==> src/rtl/pipe_stage_skid.sv <==
//==============================================================================
// Module   : pipe_stage_skid
// Brief    : Valid/ready pipeline stage register with two-entry skid buffer
//            and synchronous flush that turns held entries into bubbles.
// Revision : 1.0
//==============================================================================
`default_nettype none

module pipe_stage_skid #(
    parameter int DATA_W = 32,
    parameter int CTRL_W = 8
) (
    input  logic              clk,
    input  logic              rst,
    input  logic              flush,
    input  logic              in_valid,
    output logic              in_ready,
    input  logic [CTRL_W-1:0] in_ctrl,
    input  logic [DATA_W-1:0] in_data,
    output logic              out_valid,
    input  logic              out_ready,
    output logic [CTRL_W-1:0] out_ctrl,
    output logic [DATA_W-1:0] out_data,
    output logic [1:0]        occupancy
);

    logic              r_main_valid;
    logic [CTRL_W-1:0] r_main_ctrl;
    logic [DATA_W-1:0] r_main_data;
    logic              r_skid_valid;
    logic [CTRL_W-1:0] r_skid_ctrl;
    logic [DATA_W-1:0] r_skid_data;

    logic w_in_xfer;
    logic w_out_xfer;

    // Ready depends only on the skid valid bit, so out_ready never reaches it.
    assign in_ready   = !r_skid_valid;
    assign w_in_xfer  = in_valid && !r_skid_valid;
    assign w_out_xfer = r_main_valid && out_ready;

    always_ff @(posedge clk) begin
        if (rst) begin
            r_main_valid <= 1'b0;
            r_main_ctrl  <= '0;
            r_main_data  <= '0;
            r_skid_valid <= 1'b0;
            r_skid_ctrl  <= '0;
            r_skid_data  <= '0;
        end else if (flush) begin
            // Data registers are left alone; only control must become a bubble.
            r_main_valid <= 1'b0;
            r_main_ctrl  <= '0;
            r_skid_valid <= 1'b0;
            r_skid_ctrl  <= '0;
        end else if (r_skid_valid) begin
            if (w_out_xfer) begin
                r_main_ctrl  <= r_skid_ctrl;
                r_main_data  <= r_skid_data;
                r_skid_valid <= 1'b0;
            end
        end else if (r_main_valid) begin
            if (w_in_xfer && w_out_xfer) begin
                r_main_ctrl <= in_ctrl;
                r_main_data <= in_data;
            end else if (w_in_xfer) begin
                r_skid_ctrl  <= in_ctrl;
                r_skid_data  <= in_data;
                r_skid_valid <= 1'b1;
            end else if (w_out_xfer) begin
                r_main_valid <= 1'b0;
            end
        end else if (w_in_xfer) begin
            r_main_ctrl  <= in_ctrl;
            r_main_data  <= in_data;
            r_main_valid <= 1'b1;
        end
    end

    assign out_valid = r_main_valid;
    assign out_ctrl  = r_main_valid ? r_main_ctrl : '0;
    assign out_data  = r_main_data;
    assign occupancy = {1'b0, r_main_valid} + {1'b0, r_skid_valid};

endmodule

`default_nettype wire

==> config.mk <==
export PLATFORM = sky130hd
export DESIGN_NAME = pipe_stage_skid
export DESIGN_NICKNAME = d
export VERILOG_FILES = /design/src/rtl/pipe_stage_skid.sv
export SDC_FILE = /design/constraint.sdc
export NUM_CORES = 1
export LEC_CHECK = 0
export ABC_AREA = 1
export CORE_MARGIN = 10
export CORE_UTILIZATION = 54
export CTS_CLUSTER_SIZE = 10
export DETAILED_ROUTE_END_ITERATION = 12
export HOLD_SLACK_MARGIN = 0.15
export MAX_ROUTING_LAYER = met4
export PLACE_DENSITY = 0.83
export SETUP_SLACK_MARGIN = 0.4
export SYNTH_ARGS = -nofsm -noshare
export SYNTH_HDL_FRONTEND = slang
export SYNTH_SLANG_ARGS = --single-unit
==> constraint.sdc <==
create_clock -name clk -period 3.32 [get_ports clk]
set_input_delay 0.83 -clock clk [delete_from_list [all_inputs] [get_ports clk]]
set_output_delay 0.83 -clock clk [all_outputs]
set_load 0.01 [all_outputs]
==> run metrics <==
# diodes 0; DRT antenna net count 0; Synth top area share 42.7%; CTS root buffer clkbuf_8; worst min-delay path class flop to flop; core area 6870 um2; post-synthesis mux area share 0%; Vias 3864; compound-cell area share of the yosys netlist 16.4%; Total Routed Length 10100 um; sequential element share of the synthesized area 42.7%; I/O Buffers 88; largest family of logic cells by synthesized area simple AND/OR/NAND/NOR gates; Final min period 2.74 ns; CTS tree done; Crit Path Class flop to output port; crit path launch type flop; first-pass GRT wire length 16900 um; Synth async-reset ratio 0%; list of most frequent post-synthesis cells 128 x nand2_1, 112 x a21oi_1, 82 x dfxtp_1; Yosys reg bits 82; DR pass1 iterations 5; cells after synthesis 567; RSZ-0062 raised after global routing false; Synth Area per Inst 6.78 um2; most frequent cell after synthesis nand2_1; Avg Vias per Cell 5.28; synthesis-to-layout area growth 27.8%; clk slew on worst S/H paths 0.07 ns; Die W 104 um; WP data required 2.49 ns; CTS Buf Count 9; leading area contributor after synthesis dfxtp_1; measured slew at the worst slew-check pin 1.01 ns; CTS sink count 82; xor and xnor area share after synthesis 0%; crit path DAT 1.91 ns; Remaining DRCs 0; Tcrit/Tclk final 82.6%; Final Hold Viols 0; Slew HR 32.5%; initial antenna violation count 0; Cell Pwr Density 432 nW/um2; fillers 611; Synth Area in Adders 0.977%; Post-Synth Simple-Gate Area 28.2%; nets 680; Mapped Area 3840 um2; Core Rows 30; Slew Viols, Final 0; GRT Residual Overflow 0; Max Cap Viol 0; Leak Pwr 0.00223 uW; WL per Instance 13.8 um; layout cells sized above 1 4.72%; largest net degree at the start of global routing 65; H-tree depth 3; Final Skew 0.00700 ns; Crit Path Max Fanout 42; Final HPWL DP 6660 um; Initial Utilization 56.0%; post-synthesis cell type count 20; Synth area leaders dfxtp_1 43%, a21oi_1 15%, nand2_1 13%, nand3_1 9.4%, nor2_1 5.6%; Post-synth EDFFs 0; Placer Congestion 0.848; Yosys warnings 0; final setup TNS 0 ns; vias in the first global route 3618; maximum clock frequency 365 MHz; GRT Overall Usage 18.3%; placed cell area 4710 um2; status finished, final reports clean; drt initial violations 260; clk_lat worst skew 0.35 ns; peak supply drop 0.000275 V; die area 10900 um2; die extent in y 104 um; Final Setup Violations 0; clock buffer depth 2; Top Ports 89; Synth Net Count 615; Final Cell Area 4910 um2; Top FF cell, synth dfxtp_1; Worst Setup End Kind output port
==> flip-flops by register name (all words and copies together), names as in the netlist <==
register	cells
out_data	32
r_main_ctrl	8
r_skid_data	32
r_skid_valid	1
r_skid_ctrl	8
out_valid	1
==> power by group <==
group	internal (uW)	leakage [uW]	switching, uW
Combinational	166	0.00146	162
Clock	405	0.000106	343
Sequential	1020	0.000669	23.3
==> kinds of logic (layout without fill, tap and decap cells) <==
logic type | after synthesis | after routing
DFF | 82 | 82
adders and majority gates | 3 | 3
buffers and inverters | 99 | 168
and+or+nand+nor | 260 | 260
AOI/OAI and AO/OA | 123 | 123
==> final timing paths <==
kind	endpoint	startpoint	slack, ns	cells after the start
min reg2reg	r_skid_data[17]	r_skid_data[17]	0.46	2
max	occupancy[1]	r_skid_valid	0.58	3
max reg2reg	out_data[17]	r_skid_valid	1.31	7
min	r_skid_data[17]	r_skid_data[17]	0.46	2
==> routing by layer <==
metal / GRT usage, % / vias up / part of all wire [%]
met4: 5.47 / 0 / 0.92
met1: 21.8 / 1752 / 43
met2: 29.9 / 151 / 49
met5: - / - / 0
li1: - / 1950 / -
met3: 4.65 / 11 / 7.0
==> repair_timing <==
action / CTS / global route
resized for setup: 0 / 1
hold endpoints to repair: 0 / 0
setup endpoints to repair: 0 / 1
setup buffers: 0 / 0
hold buffers: 0 / 0
==> cells in the final DEF, fill, tap and decap left out, types with 2 or more instances in the layout <==
cell and count:
dfxtp_1 80, buf_12 2, o21ai_0 8, buf_4 7
dfxtp_2 2, nor2_1 57, clkdlybuf4s50_1 88, inv_1 54
nand2_1 127, nand3_1 72, a21oi_1 112, ha_1 3
clkbuf_8 12
==> metrics by stage <==
step / power (uW) / hold slack (ns) / instances / setup WS [ns] / utilization (%)
floorplan: 1240 / 0.440 / 567 / 1.27 / -
global placement: 1390 / 0.448 / 717 / 0.676 / 68.5
detailed placement: 1400 / 0.454 / 717 / 0.629 / 68.5
CTS: 2130 / 0.465 / 732 / 0.498 / 71.5
global route: 2210 / 0.475 / 732 / 0.497 / 71.5
finish: 2120 / 0.463 / 732 / 0.578 / 71.5
==> worst max-delay path: stages (launching register included) <==
cell and delay, ns:
dfxtp_2 0.37, buf_4 0.42, ha_1 0.24, clkdlybuf4s50_1 0.54
==> area by class of cell <==
class | instances | area (um2) | share of cell area [%]
Clock buffer | 13 | 169 | 3.44
Clock inverter | 2 | 35.0 | 0.713
Inverter | 56 | 215 | 4.38
Multi-Input combinational cell | 386 | 1760 | 35.7
Sequential cell | 82 | 1640 | 33.5
Tap cell | 96 | 120 | 2.45
Timing Repair Buffer | 97 | 973 | 19.8
No activity file was read; power rests on OpenSTA's default activity.
